$ cat src/rtl/spi_pkg.sv
// Shared SPI controller definitions: receive FSM encoding, SPI mode constants and
// STATUS_REG bit positions for the receive FIFO flags.
package spi_pkg;

  typedef enum logic [1:0] {
    StIdle  = 2'd0,
    StShift = 2'd1,
    StPush  = 2'd2
  } rx_state_e;

  // Mode constants are {cpol, cpha}.
  localparam logic [1:0] MODE0 = 2'b00;
  localparam logic [1:0] MODE1 = 2'b01;
  localparam logic [1:0] MODE2 = 2'b10;
  localparam logic [1:0] MODE3 = 2'b11;

  localparam int unsigned RXFO = 0;
  localparam int unsigned RXFF = 1;
  localparam int unsigned RXFE = 2;

  // spi_clk level reached by a sample edge: rising for modes 0/3, falling for modes 1/2.
  function automatic logic sample_level(input logic cpol, input logic cpha);
    return ~(cpol ^ cpha);
  endfunction

endpackage

$ cat src/rtl/spi_rx_fifo.sv
// Receive FIFO: circular buffer with wrapping pointers, separate entry count, empty/full
// flags and a sticky overflow bit. Head word is presented show-ahead and reads 0 when empty.
module spi_rx_fifo
  import spi_pkg::*;
#(
  parameter int unsigned DEPTH_LOG2 = 4,
  parameter int unsigned WIDTH      = 32
) (
  input  logic                  clk,
  input  logic                  reset,
  input  logic                  push,
  input  logic [WIDTH-1:0]      wdata,
  input  logic                  pop,
  input  logic                  clear_ov,
  output logic [WIDTH-1:0]      rdata,
  output logic                  empty,
  output logic                  full,
  output logic                  overflow,
  output logic [DEPTH_LOG2:0]   level
);

  localparam int unsigned DepthInt = 1 << DEPTH_LOG2;
  localparam logic [DEPTH_LOG2:0] DepthCnt = DepthInt[DEPTH_LOG2:0];

  logic [WIDTH-1:0]      mem_q [DepthInt];
  logic [DEPTH_LOG2-1:0] wr_ptr_q, wr_ptr_d;
  logic [DEPTH_LOG2-1:0] rd_ptr_q, rd_ptr_d;
  logic [DEPTH_LOG2:0]   count_q, count_d;
  logic                  ov_q, ov_d;
  logic                  push_ok, pop_ok;

  assign empty    = (count_q == '0);
  assign full     = (count_q == DepthCnt);
  assign overflow = ov_q;
  assign level    = count_q;
  assign rdata    = empty ? '0 : mem_q[rd_ptr_q];

  always_comb begin
    // A pop in the same cycle frees the slot, so a push into a full FIFO still lands.
    push_ok  = push & (~full | pop);
    pop_ok   = pop & ~empty;
    wr_ptr_d = wr_ptr_q;
    rd_ptr_d = rd_ptr_q;
    count_d  = count_q;
    ov_d     = ov_q;
    if (push_ok) wr_ptr_d = wr_ptr_q + DEPTH_LOG2'(1);
    if (pop_ok)  rd_ptr_d = rd_ptr_q + DEPTH_LOG2'(1);
    case ({push_ok, pop_ok})
      2'b10:   count_d = count_q + (DEPTH_LOG2 + 1)'(1);
      2'b01:   count_d = count_q - (DEPTH_LOG2 + 1)'(1);
      default: count_d = count_q;
    endcase
    if (push && !push_ok) ov_d = 1'b1;
    else if (clear_ov)    ov_d = 1'b0;
  end

  always_ff @(posedge clk or posedge reset) begin
    if (reset) begin
      wr_ptr_q <= '0;
      rd_ptr_q <= '0;
      count_q  <= '0;
      ov_q     <= 1'b0;
    end else begin
      wr_ptr_q <= wr_ptr_d;
      rd_ptr_q <= rd_ptr_d;
      count_q  <= count_d;
      ov_q     <= ov_d;
    end
  end

  always_ff @(posedge clk) begin
    if (push_ok) mem_q[wr_ptr_q] <= wdata;
  end

endmodule

$ cat src/rtl/spi_rx_capture.sv
// SPI receive capture: detects the mode-correct sample edge of spi_clk, shifts spi_rx in
// MSB first and pushes each completed word into spi_rx_fifo.
// Optional feature: define SPI_RX_LOOPBACK_EN to allow an internal MOSI->MISO loopback.
module spi_rx_capture
  import spi_pkg::*;
#(
  parameter int unsigned DEPTH_LOG2 = 4,
  parameter int unsigned WIDTH      = 32
) (
  input  logic                clk,
  input  logic                reset,
  input  logic                spi_clk,
  input  logic                xfer_active,
  input  logic                cpol,
  input  logic                cpha,
  input  logic [4:0]          word_size,
  input  logic                spi_rx,
  input  logic                spi_tx,
  input  logic                loopback,
  input  logic                pop,
  input  logic                clear_ov,
  output logic [WIDTH-1:0]    rx_data,
  output logic                rxfe,
  output logic                rxff,
  output logic                rxfo,
  output logic [DEPTH_LOG2:0] rx_level,
  output logic [1:0]          state
);

  rx_state_e        state_q, state_d;
  logic             sclk_q;
  logic [WIDTH-1:0] shift_q, shift_d;
  logic [4:0]       bits_left_q, bits_left_d;
  logic             armed_q, armed_d;
  logic             sample_edge;
  logic             rx_bit;
  logic             push;

`ifdef SPI_RX_LOOPBACK_EN
  assign rx_bit = loopback ? spi_tx : spi_rx;
`else
  logic unused_loopback;
  assign unused_loopback = loopback ^ spi_tx;
  assign rx_bit = spi_rx;
`endif

  assign sample_edge = (spi_clk != sclk_q) && (spi_clk == sample_level(cpol, cpha));
  assign state       = state_q;

  always_comb begin
    state_d     = state_q;
    shift_d     = shift_q;
    bits_left_d = bits_left_q;
    push        = 1'b0;
    // A window is only captured once: re-arm after xfer_active has been seen low.
    armed_d     = armed_q | ~xfer_active;
    unique case (state_q)
      StIdle: begin
        if (xfer_active && armed_q) begin
          shift_d     = '0;
          bits_left_d = word_size;
          armed_d     = 1'b0;
          state_d     = StShift;
        end
      end
      StShift: begin
        if (!xfer_active) begin
          state_d = StIdle;
        end else if (sample_edge) begin
          shift_d = {shift_q[WIDTH-2:0], rx_bit};
          if (bits_left_q == 5'd0) state_d = StPush;
          else                     bits_left_d = bits_left_q - 5'd1;
        end
      end
      StPush: begin
        push    = 1'b1;
        state_d = StIdle;
      end
      default: state_d = StIdle;
    endcase
  end

  always_ff @(posedge clk or posedge reset) begin
    if (reset) begin
      state_q     <= StIdle;
      sclk_q      <= 1'b0;
      shift_q     <= '0;
      bits_left_q <= '0;
      armed_q     <= 1'b1;
    end else begin
      state_q     <= state_d;
      sclk_q      <= spi_clk;
      shift_q     <= shift_d;
      bits_left_q <= bits_left_d;
      armed_q     <= armed_d;
    end
  end

  spi_rx_fifo #(
    .DEPTH_LOG2 (DEPTH_LOG2),
    .WIDTH      (WIDTH)
  ) u_fifo (
    .clk      (clk),
    .reset    (reset),
    .push     (push),
    .wdata    (shift_q),
    .pop      (pop),
    .clear_ov (clear_ov),
    .rdata    (rx_data),
    .empty    (rxfe),
    .full     (rxff),
    .overflow (rxfo),
    .level    (rx_level)
  );

endmodule

$ cat config.mk
export PLATFORM = sky130hd
export DESIGN_NAME = spi_rx_capture
export DESIGN_NICKNAME = d
export VERILOG_FILES = /design/src/rtl/spi_pkg.sv /design/src/rtl/spi_rx_fifo.sv /design/src/rtl/spi_rx_capture.sv
export SDC_FILE = /design/constraint.sdc
export NUM_CORES = 1
export LEC_CHECK = 0
export ABC_CLOCK_PERIOD_IN_PS = 9300
export BUFFER_PORTS_ARGS = -buffer_cell sky130_fd_sc_hd__buf_4
export CAP_MARGIN = 10
export CORE_MARGIN = 2
export CORE_UTILIZATION = 55
export CTS_CLUSTER_SIZE = 16
export DETAILED_ROUTE_END_ITERATION = 16
export GPL_TIMING_DRIVEN = 0
export PLACE_DENSITY = 0.83
export SYNTH_ARGS = -nofsm -noshare
export SYNTH_HDL_FRONTEND = slang
export SYNTH_HIERARCHICAL = 1
export SYNTH_SLANG_ARGS = --single-unit
$ cat constraint.sdc
create_clock -name clk -period 9.3 [get_ports clk]
set_input_delay 1.86 -clock clk [delete_from_list [all_inputs] [get_ports clk]]
set_output_delay 1.86 -clock clk [all_outputs]
set_load 0.01 [all_outputs]
==> flow_summary.ini <==
[run_status]
outcome = finished, final reports clean

[power_and_ir_drop]
ir_drop_mv = 0.155
p_leak_nw = 8.67
p_per_area_nw_per_um2 = 268

[place]
dpl-instance-area_um2 = 24100
hpwl_um = 31300
gp_congestion = 0.796
portBuffers = 55
place_ws_ns = 4.64

[timing]
slew_violations = 0
fin_ws_ns = 3.95
setup_tns_ns = 0
hold_viol = 0
clock_skew_ns = 0.0216
slew_headroom_pct = 26.2
min_period_ns = 5.35
max_freq_mhz = 187
setup_viol = 0
rsz0062_at_grt = no
tightest_slew_ns = 1.10
period_share_pct = 57.5

[global_routing]
antenna_found_initial = 0
first_global_vias = 12100
grt_max_degree = 36
grtUsageTotal_pct = 25.3
gr-total-overflow = 0
grt_pass1_wl_um = 76600

[finish]
antenna_cells = 0
seq_area_um2 = 16800
fill_cells = 2469
drive_gt1_share_pct = 32.1
areaGrowthSynthToFinish_pct = 15.1
multiInputGateArea_um2 = 5280
finalInstanceArea_um2 = 25700
num-nets-final = 1252

[cts]
cts-resized-gates = 0
path_clk_slew_ns = 0.06
cts_root_buffer = clkbuf_16
cts_setup_buffers = 0
holdBufCountCts = 0
clk-insertion-delay-late_ns = 0.61
cts_num_sinks = 567
cts.htree.levels = 2
cts_tree = done
numCtsBuffers = 53
cts_buffer_depth = 3

[logic_synthesis]
ys_top_cells_by_area = edfxtp_1 69%, mux4_2 13%, dfrtp_1 6.0%, mux2_2 1.7%, a221o_1 1.4%
synth.largest_area_cell = edfxtp_1
synth-seq-cells = 567
ys.flop_type = edfxtp_1
yosysTopAreaCellShare_pct = 68.8
synthCells = 1074
synth_fp_nets = 1100
ys_types = 58
ys_async_sr_fraction_pct = 9.70
syn-cell-area_um2 = 22400
avgSynthCellArea_um2 = 20.8
ys_warn_count = 6
yosysSeqAreaShare_pct = 74.9
synth_edf_count = 512

[floorplanning]
chipHeight_um = 206
core_area_um2 = 39900
initial_core_util_pct = 56.0
rows = 73
dieArea_um2 = 42300
io_pins = 58
fp.dieW_um = 206

[drt]
drt-pass1-iter-count = 5
wl_per_cell_um = 28.7
drtAntennaViolNets = 0
drcViolationCount = 0
first_iter_violations = 1414
drt-vias-per-instance = 6.57
vias = 11800
finalWirelength_um = 51300

[setup_path]
worstSetupStartpointType = flop
critPathRequiredTime_ns = 7.44
reg2reg_slack_ns = 5.54
critPathArrivalTime_ns = 3.49
critPathCaptureType = output port
crit_fanout = 10
crit_type = flop to output port

[worst_hold_path]
hold_class = flop to flop

[flow_run]
max-cap-violations = 0
==> through the flow <==
step           hold slack (ns)  util [%]  cells  power, mW
6_report                 0.494      64.5   1791       6.90
4_1_cts                  0.497      64.5   1791       6.95
2_1_floorplan            0.454         -   1074       4.18
5_1_grt                  0.516      64.5   1791       7.14
3_3_place_gp             0.477      58.7   1654       4.82
3_5_place_dp             0.485      60.3   1696       4.87
==> cell families after synthesis <==
family	after synthesis	share of synthesized area (%)
adder cells (fa/ha/maj)	10	0.560
AO/OA/AOI/OAI	91	3.63
multiplexers	167	14.9
XOR/XNOR	12	0.470
buffers and inverters	75	1.81
flip-flops	567	74.9
AND/OR/NAND/NOR	152	3.73
==> worst max-delay path, stage by stage (launching register included) <==
cell      delay [ns]
dfrtp_1         0.37
clkbuf_1        0.22
buf_6           0.23
buf_2           0.33
clkbuf_1        0.76
mux4_2          0.42
a221o_1         0.40
buf_4           0.16
==> cells in the mapped netlist (all sizes together), types with 3 or more instances <==
| master | number |
|---|---|
| a21oi | 7 |
| a221o | 32 |
| a22o | 18 |
| a31oi | 3 |
| and2 | 3 |
| buf | 39 |
| clkbuf | 27 |
| dfrtp | 54 |
| edfxtp | 512 |
| ha | 10 |
| inv | 9 |
| mux2 | 36 |
| mux2i | 3 |
| mux4 | 128 |
| nand2 | 41 |
| nand2b | 3 |
| nand3 | 22 |
| nand3b | 3 |
| nor2 | 21 |
| nor2b | 33 |
| nor3 | 11 |
| nor3b | 3 |
| o21ai | 4 |
| o311ai | 16 |
| o31ai | 3 |
| xnor2 | 6 |
| xor2 | 6 |
==> final cells by class <==
type | instances | share of cell area (%)
Inverter | 9 | 0.131
Sequential cell | 567 | 65.1
Clock inverter | 17 | 0.598
Timing Repair Buffer | 97 | 3.80
Tap cell | 525 | 2.55
Clock buffer | 78 | 5.87
Multi-Input combinational cell | 432 | 20.5
Buffer | 66 | 1.44
==> metal layers <==
| metal | up-vias | global-route usage, % | wire [µm] |
|---|---|---|---|
| li1 | 4744 | - | - |
| met1 | 6136 | 33.9 | 18900 |
| met2 | 721 | 41.0 | 25300 |
| met3 | 169 | 4.89 | 4960 |
| met4 | 0 | 11.4 | 2220 |
| met5 | - | 0 | 0 |
==> flip-flops by register name, indices dropped and copies added (netlist names) <==
signal	count
armed_q	1
bits_left_q	5
sclk_q	1
shift_q	32
state	2
u_fifo/level	5
u_fifo/mem_q	512
u_fifo/overflow	1
u_fifo/rd_ptr_q	4
u_fifo/wr_ptr_q	4
==> path summary, 6_finish.rpt <==
| kind | from | endpoint | depth (start not counted) |
|---|---|---|---|
| max | u_fifo/rd_ptr_q[1] | rx_data[12] | 7 |
| min | armed_q | armed_q | 2 |
| max reg2reg | u_fifo/level[1] | u_fifo/level[4] | 13 |
| min reg2reg | armed_q | armed_q | 2 |
| max in group asynchronous | reset | u_fifo/wr_ptr_q[0] | 2 |
| min in group asynchronous | reset | state[0] | 2 |
==> cell usage in the layout, fill, tap and decap left out, types with 9 or more instances in the layout <==
cell,n
mux2_2,34
nand2_1,41
buf_4,63
buf_6,32
clkbuf_1,44
mux4_2,128
ha_1,10
a221o_1,32
edfxtp_1,512
nor2b_2,9
clkbuf_16,54
dfrtp_1,54
nor2b_1,24
o311ai_0,14
buf_2,23
nor2_1,16
nand3_1,22
a22o_1,18
==> power by group <==
part / switching [mW] / internal, mW
Combinational: 1.04 / 0.930
Clock: 0.896 / 1.18
Sequential: 0.0605 / 2.80
Total: 1.99 / 4.91
Note: power is estimated with default switching activity, not from simulation.
